$ cat src/rtl/youxianji_arbiter_if.sv
// Requester/resource-side bundle for youxianji_arbiter.
// Requesters and control drive EN/RR_EN/REQ; the arbiter drives the grant outputs.
interface youxianji_arbiter_if;
    logic       EN;       // 1 = arbitration disabled, any grant revoked
    logic       RR_EN;    // 1 = round-robin, 0 = fixed priority
    logic [7:0] REQ;      // level-sensitive request vector
    logic [7:0] GNT;      // one-hot grant, all zero when idle
    logic [2:0] GNT_ID;   // index of current or most recent grant
    logic       BUSY;     // high while a grant is held
    logic       TIMEOUT;  // one-cycle pulse on hold-limit revocation

    modport master (
        output EN, RR_EN, REQ,
        input  GNT, GNT_ID, BUSY, TIMEOUT
    );

    modport slave (
        input  EN, RR_EN, REQ,
        output GNT, GNT_ID, BUSY, TIMEOUT
    );
endinterface

$ cat src/rtl/youxianji_arbiter.sv
// youxianji_arbiter: 8-requester arbiter with fixed-priority or round-robin
// selection, registered one-hot grant plus index, optional hold limit and a
// single dead cycle between consecutive grants.
module youxianji_arbiter #(
    parameter int unsigned MAX_HOLD = 16   // 0 = unlimited, otherwise 1..255
) (
    input  logic                  CLK,
    input  logic                  RST_N,
    youxianji_arbiter_if.slave    bus
);

    typedef enum logic [1:0] {
        ST_IDLE  = 2'd0,
        ST_GRANT = 2'd1,
        ST_GAP   = 2'd2
    } state_t;

    // Last hold-counter value before the limit is reached; unused when MAX_HOLD is 0.
    localparam logic [7:0] LP_HOLD_LAST = (MAX_HOLD == 0) ? 8'd0 : 8'(MAX_HOLD - 1);

    // Reset synchroniser: assertion is immediate, release is aligned to CLK.
    logic [1:0] r_rst_sync;
    logic       w_rst_n;

    state_t     r_state,   w_state_nxt;
    logic [7:0] r_gnt,     w_gnt_nxt;
    logic [2:0] r_gnt_id,  w_gnt_id_nxt;
    logic       r_busy,    w_busy_nxt;
    logic       r_timeout, w_timeout_nxt;
    logic [2:0] r_ptr,     w_ptr_nxt;
    logic [7:0] r_hcnt,    w_hcnt_nxt;

    logic [2:0] w_base;
    logic [2:0] w_scan_idx;
    logic       w_win_vld;
    logic [2:0] w_win_id;
    logic       w_owner_req;
    logic       w_hold_hit;

    // Two-flop reset release synchroniser.
    always_ff @(posedge CLK or negedge RST_N) begin
        if (!RST_N) begin
            r_rst_sync <= '0;
        end else begin
            r_rst_sync <= {r_rst_sync[0], 1'b1};
        end
    end

    assign w_rst_n = r_rst_sync[1];

    // Winner search: scan eight positions starting at PTR (RR) or 0 (fixed).
    always_comb begin
        w_base     = bus.RR_EN ? r_ptr : 3'd0;
        w_scan_idx = '0;
        w_win_vld  = 1'b0;
        w_win_id   = '0;
        for (int unsigned i = 0; i < 8; i++) begin
            w_scan_idx = w_base + 3'(i);
            if (!w_win_vld && bus.REQ[w_scan_idx]) begin
                w_win_vld = 1'b1;
                w_win_id  = w_scan_idx;
            end
        end
    end

    assign w_owner_req = bus.REQ[r_gnt_id];
    assign w_hold_hit  = (MAX_HOLD != 0) && (r_hcnt == LP_HOLD_LAST);

    // Next-state and next-output logic for the IDLE/GRANT/GAP controller.
    always_comb begin
        w_state_nxt   = r_state;
        w_gnt_nxt     = r_gnt;
        w_gnt_id_nxt  = r_gnt_id;
        w_busy_nxt    = r_busy;
        w_timeout_nxt = 1'b0;
        w_ptr_nxt     = r_ptr;
        w_hcnt_nxt    = r_hcnt;

        case (r_state)
            ST_IDLE, ST_GAP: begin
                if (!bus.EN && w_win_vld) begin
                    w_state_nxt  = ST_GRANT;
                    w_gnt_nxt    = 8'd1 << w_win_id;
                    w_gnt_id_nxt = w_win_id;
                    w_busy_nxt   = 1'b1;
                    w_hcnt_nxt   = '0;
                end else begin
                    w_state_nxt = ST_IDLE;
                    w_gnt_nxt   = '0;
                    w_busy_nxt  = 1'b0;
                end
            end

            ST_GRANT: begin
                if (r_hcnt != 8'hFF) begin
                    w_hcnt_nxt = r_hcnt + 8'd1;
                end
                // Priority: EN abort, then release, then hold-limit timeout.
                if (bus.EN) begin
                    w_state_nxt = ST_IDLE;
                    w_gnt_nxt   = '0;
                    w_busy_nxt  = 1'b0;
                end else if (!w_owner_req || w_hold_hit) begin
                    w_state_nxt   = ST_GAP;
                    w_gnt_nxt     = '0;
                    w_busy_nxt    = 1'b0;
                    w_timeout_nxt = w_owner_req;
                    if (bus.RR_EN) begin
                        w_ptr_nxt = r_gnt_id + 3'd1;
                    end
                end
            end

            default: begin
                w_state_nxt = ST_IDLE;
                w_gnt_nxt   = '0;
                w_busy_nxt  = 1'b0;
            end
        endcase
    end

    // State and output registers.
    always_ff @(posedge CLK or negedge w_rst_n) begin
        if (!w_rst_n) begin
            r_state   <= ST_IDLE;
            r_gnt     <= '0;
            r_gnt_id  <= '0;
            r_busy    <= 1'b0;
            r_timeout <= 1'b0;
            r_ptr     <= '0;
            r_hcnt    <= '0;
        end else begin
            r_state   <= w_state_nxt;
            r_gnt     <= w_gnt_nxt;
            r_gnt_id  <= w_gnt_id_nxt;
            r_busy    <= w_busy_nxt;
            r_timeout <= w_timeout_nxt;
            r_ptr     <= w_ptr_nxt;
            r_hcnt    <= w_hcnt_nxt;
        end
    end

    assign bus.GNT     = r_gnt;
    assign bus.GNT_ID  = r_gnt_id;
    assign bus.BUSY    = r_busy;
    assign bus.TIMEOUT = r_timeout;

endmodule

$ cat src/flat_wrapper.sv
// flat-port wrapper written by rule: the top's interface ports become plain ports
module youxianji_arbiter_flat 
#(
    parameter int unsigned MAX_HOLD = 16                                     
)
  (CLK, RST_N, bus_EN, bus_RR_EN, bus_REQ, bus_GNT, bus_GNT_ID, bus_BUSY, bus_TIMEOUT);
  youxianji_arbiter_if bus_i ();
  input  logic CLK;
  input  logic RST_N;
  input wire logic [$bits(bus_i.EN)-1:0] bus_EN;
  input wire logic [$bits(bus_i.RR_EN)-1:0] bus_RR_EN;
  input wire logic [$bits(bus_i.REQ)-1:0] bus_REQ;
  output wire logic [$bits(bus_i.GNT)-1:0] bus_GNT;
  output wire logic [$bits(bus_i.GNT_ID)-1:0] bus_GNT_ID;
  output wire logic [$bits(bus_i.BUSY)-1:0] bus_BUSY;
  output wire logic [$bits(bus_i.TIMEOUT)-1:0] bus_TIMEOUT;
  assign bus_i.EN = bus_EN;
  assign bus_i.RR_EN = bus_RR_EN;
  assign bus_i.REQ = bus_REQ;
  assign bus_GNT = bus_i.GNT;
  assign bus_GNT_ID = bus_i.GNT_ID;
  assign bus_BUSY = bus_i.BUSY;
  assign bus_TIMEOUT = bus_i.TIMEOUT;
  youxianji_arbiter #(.MAX_HOLD(MAX_HOLD)) u_core (.CLK(CLK), .RST_N(RST_N), .bus(bus_i));
endmodule
$ cat config.mk
export PLATFORM = sky130hd
export DESIGN_NAME = youxianji_arbiter_flat
export DESIGN_NICKNAME = d
export VERILOG_FILES = /design/src/rtl/youxianji_arbiter_if.sv /design/src/rtl/youxianji_arbiter.sv /design/src/flat_wrapper.sv
export SDC_FILE = /design/constraint.sdc
export NUM_CORES = 1
export LEC_CHECK = 0
export CAP_MARGIN = 20
export CORE_ASPECT_RATIO = 0.75
export CORE_MARGIN = 8
export CORE_UTILIZATION = 55
export CTS_CLUSTER_SIZE = 14
export DETAILED_ROUTE_END_ITERATION = 8
export PLACE_DENSITY = 0.81
export REMOVE_ABC_BUFFERS = 1
export SYNTH_ARGS = -nofsm -noshare
export SYNTH_HDL_FRONTEND = slang
export SYNTH_SLANG_ARGS = --single-unit
$ cat constraint.sdc
create_clock -name CLK -period 1.2 [get_ports CLK]
set_input_delay 0.12 -clock CLK [delete_from_list [all_inputs] [get_ports CLK]]
set_output_delay 0.12 -clock CLK [all_outputs]
set_load 0.03 [all_outputs]
* After elaboration in Yosys (flattened, before gate mapping)
Cells that the tools add are included. Widths: inputs -> output; s select.
Storage, ports and cells: register bits after elaboration 28, bits in latches 0, bits in writable memories 0, memory bits (read-only) 0, input port bits 12, word-level logic and storage cells 112, memories kept 0
Operators by class: add/sub/neg operators 9, $mul 0, div/mod/pow operators 0, magnitude comparators 9, equal/unequal tests 7, shifts and indexed selects 1, mux-type cells 53, bitwise gates (word level) 1, reductions and logical operators 24
Operator list (number):
- $mux 8 | 5
- $lt 3x4->1 const B | 9
- $pmux 8 s2 | 2
- $bmux 1 s3 | 9
- $mux 3 | 9
- $mux 1 | 24
- $add 3x3->3 const B | 4
- $logic_not 1->1 | 9
- $add 8x1->8 const B | 1
- $eq 8x4->1 const B | 1
- $logic_and 1x1->1 | 8
- $ne 8x8->1 const B | 1
- $shl 1x3->8 const A | 1
- $add 3x1->3 const B | 2
- $add 3x2->3 const B | 2
- $mux 2 | 2
- $ne 2x1->1 const B | 2
- $pmux 2 s2 | 1
- $reduce_and 4->1 | 1
- $ne 3x2->1 const B | 1
- $reduce_and 3->1 | 1
- $eq 2x1->1 const B | 1
- $eq 2x2->1 const B | 1
- $logic_not 2->1 | 1
- 6 further kinds | 6

* Logic depth before layout (Yosys ltp)
depth after elaboration 28, mapped depth 13, mapped depth without buffers 10

* Worst setup path after synthesis
Ideal clock, no wire load.
kind register to register, start point register u_core.r_ptr[1], end point register u_core.r_gnt[0] (netlist: u_core.bus.GNT[0]), library setup time 0.096 ns, arrival 2.696 ns, data required time 1.104 ns, setup slack -1.591 ns, stages on the path, launching flop included 11, period minus slack after synthesis 2.791 ns, cells stage by stage dfrtp_1 nand2_1 clkbuf_1 ha_1 mux4_2 nor2b_1 a211oi_2 o22a_1 a211oi_1 or3b_4 o31ai_1
Between the ends: cells in the longest elaborated chain, start to end 28, elaborated cells between the ends (all ways) 58
RTL lines:
- start, declared | line youxianji_arbiter.sv:30 | logic [2:0] r_ptr, w_ptr_nxt;
- start signal, assigned | line youxianji_arbiter.sv:138 | r_ptr <= w_ptr_nxt;
- $mux 3 * | line youxianji_arbiter.sv:53 | w_base = bus.RR_EN ? r_ptr : 3'd0;
- branches (longest 25 deep; another with $add 3x1->3)
- $mux 8 * | line youxianji_arbiter.sv:81 | if (!bus.EN && w_win_vld) begin
- $pmux 8 s2 * | line youxianji_arbiter.sv:79 | case (r_state)
- end signal, assigned | line youxianji_arbiter.sv:134 | r_gnt <= w_gnt_nxt;
- end, declared | line youxianji_arbiter.sv:26 | logic [7:0] r_gnt, w_gnt_nxt;
Every way passes the cells marked *. The select of a mux whose other input is x is not followed. A chain may end at the register's enable or synchronous reset.

* Final worst setup path
start point register u_core.r_ptr[0], end point register u_core.r_gnt[2] (netlist: u_core.bus.GNT[2])
Same word-level chain as after synthesis.

==> impl_metrics.yaml <==
cts:
  cts_tree: "done"
  cts_made_buffers: 3
  clk_pin_slew_ns: 0.10
  h-tree-depth: 1
  cts_buffer_depth: 2
  cts-root-buf: "clkbuf_8"
  worstSkewPairLatency_ns: 0.28
  cts.sinks: 27
floorplanning:
  coreArea_um2: 3950
  pin_count: 25
  fp.dieArea_um2: 6340
  die_h_um: 71.0
  start_util: 0.561
  num_rows: 20
  die_w_um: 89.3
finish:
  regArea_um2: 677
  area_growth_pct: 47.6
  drive_gt1_frac: 0.483
  finalNonFillerCells: 374
  fillers: 249
  antenna_cells: 0
  multi_input_area_um2: 1620
  num-nets-final: 335
worst_setup_path:
  worstPathMaxFanout: 9
  end_kind: "flip-flop"
  critPathLaunchType: "flip-flop"
  critical_path_arrival_ns: 3.17
  cp.required_ns: 1.40
  crit_type: "flip-flop to flip-flop"
routing:
  viasPerCell: 6.54
  postRouteAntennaNets: 0
  drc_errors: 0
  wire_per_inst_um: 21.9
  dr_total_vias: 2446
  drt-pass1-iter-count: 5
  wl_um: 8190
  drtIter0Drc: 393
synth:
  ys.flop_type: "dfrtp_1"
  ys_seq_area_frac: 0.305
  synth_most_common_cell: "nand2_1"
  synth.area.top_cells: "dfrtp_1 30%, mux4_2 10%, nand2_1 5.2%, mux2i_1 4.5%, mux2_2 3.6%"
  ys_ff_latch: 27
  syn-mean-instance-area_um2: 9.99
  synth_top_area_frac: 0.305
  synthesis.area_um2: 2220
  synth_edf_count: 0
  ys_warn_count: 0
  synth_cells: 222
  synth-async-reset-ratio: 1.00
  synth_commonest_cells: "31 x nand2_1, 27 x dfrtp_1, 15 x nor2_1"
  synth_top_area_cell: "dfrtp_1"
  synth_cell_types: 63
timing:
  slew_violations: 0
  worst_pin_slew_ns: 0.673
  max_freq_ghz: 0.337
  fin_crit_ns: 2.97
  hold_viol_final: 0
  timing.final.ws_setup_ns: -1.77
  fin_skew_ns: 0.00993
  setup_viol: 26
  slew_headroom: 0.551
  finalCritPeriodShare: 2.48
  rsz0062_at_grt: "true"
global_route:
  grt_max_degree: 24
  grt_remaining_overflow: 0
  grt_pass1_vias: 2229
  antenna_found_initial: 0
  grt_use_total: 0.231
  grt_first_pass_wirelength_um: 11400
power_and_ir_drop:
  power.leakage_uw: 0.00147
  ir_drop_mv: 1.47
  power.total_uw: 7230
  power_density_nw_per_um2: 2210
outcome:
  status: "finished with violations"
  violations: "setup timing"
placement:
  place_hpwl_um: 5070
  portBuffers: 24
  dp_cells: 362
  place.gp.congestion: 0.963
worst_hold_path:
  hold_class: "flip-flop to async pin"
flow_run:
  maxCapViolCount: 0
## per-stage QoR
step | hold WS (ns) | worst slack [ns] | cell area (um2) | TNS (ns) | utilization
floorplan | -0.176 | -1.85 | 2150 | -35.03 | -
global placement | 0.0339 | -1.73 | 2980 | -37.11 | 0.753
detailed placement | 0.0351 | -1.78 | 2980 | -38.37 | 0.753
CTS | 0.00120 | -1.53 | 3130 | -31.83 | 0.791
global route | 0.0575 | -1.81 | 3270 | -35.41 | 0.828
finish | 0.0385 | -1.77 | 3270 | -33.81 | 0.828
## routing by layer
metal / routed length, um / vias up / GRT usage / part of all wire
li1: - / 1045 / - / -
met1: 3290 / 1157 / 0.315 / 0.40
met2: 3640 / 198 / 0.349 / 0.44
met3: 942 / 46 / 0.0544 / 0.12
met4: 325 / 0 / 0.0754 / 0.040
met5: 0 / - / 0 / 0
## cell usage in the layout, fill, tap and decap left out, drive strengths merged, types with 3 or more instances in the layout
master	n
a21oi	5
nand2b	4
and2	3
nand2	32
and3	5
nor2	16
ha	3
mux2	7
o22ai	3
nand4	6
clkbuf	5
clkdlybuf4s50	7
o31ai	8
a211oi	5
xor2	8
nor2b	3
nand3	7
mux4	10
dfrtp	27
o21ai	10
buf	82
dlygate4sd2	8
mux2i	13
## power breakdown
group	total, uW	switching, uW	internal [uW]
clock network	535	301	234
registers	1340	208	1130
logic	5350	2900	2450
## cells by family (layout without fill, tap and decap cells)
kind of cell,count (synthesis),count (layout),share of synthesized area
other,1,1,0.00169
AO/OA/AOI/OAI,50,50,0.176
flip-flops,27,27,0.305
AND/OR/NAND/NOR,88,88,0.212
adder cells (fa/ha/maj),3,3,0.0169
buffers and inverters,13,110,0.0406
XOR/XNOR,10,10,0.0395
multiplexers,30,30,0.209
## state kept, by name, indices dropped and copies added (netlist names)
register and flops:
u_core.bus.TIMEOUT 1, u_core.bus.GNT_ID 3, u_core.bus.BUSY 1, u_core.r_ptr 3, u_core.r_state 1, u_core.r_rst_sync 2, u_core.bus.GNT 8, u_core.r_hcnt 8
## layout make-up
| class | count | area share |
|---|---|---|
| Sequential cell | 27 | 0.207 |
| Inverter | 3 | 0.00727 |
| Timing Repair Buffer | 103 | 0.255 |
| Multi-Input combinational cell | 182 | 0.496 |
| Tap cell | 55 | 0.0210 |
| Clock inverter | 1 | 0.00153 |
| Clock buffer | 3 | 0.0126 |
## critical path, cell delays in order (launching register included)
cell and delay (ns):
dfrtp_2 0.42, and2_4 0.23, clkinv_8 0.10, mux2i_2 0.20, mux4_2 0.58, and2_4 0.18
a211oi_2 0.32, o41ai_2 0.19, or3b_4 0.46, o31ai_2 0.20
## timing repair
action,CTS,global route
resized for setup,35,37
buffers inserted,4,3
pin swaps,6,3
setup endpoints to repair,34,30
hold buffers,0,1
hold endpoints to repair,0,2
## final timing paths
kind                       slack (ns)  cells after the start            startpoint                   end
setup / recovery                -1.77                      9       u_core.r_ptr[0]     u_core.bus.GNT[2]
hold / removal                   0.04                      0  u_core.r_rst_sync[1]       u_core.r_ptr[2]
setup reg to reg                -1.77                      9       u_core.r_ptr[0]     u_core.bus.GNT[2]
hold reg to reg                  0.04                      0  u_core.r_rst_sync[1]       u_core.r_ptr[2]
max in group asynchronous        0.54                      2                 RST_N  u_core.r_rst_sync[0]
min in group CLK                 0.37                      4             bus_RR_EN       u_core.r_ptr[0]
Note: power is estimated with default switching activity, not from simulation.
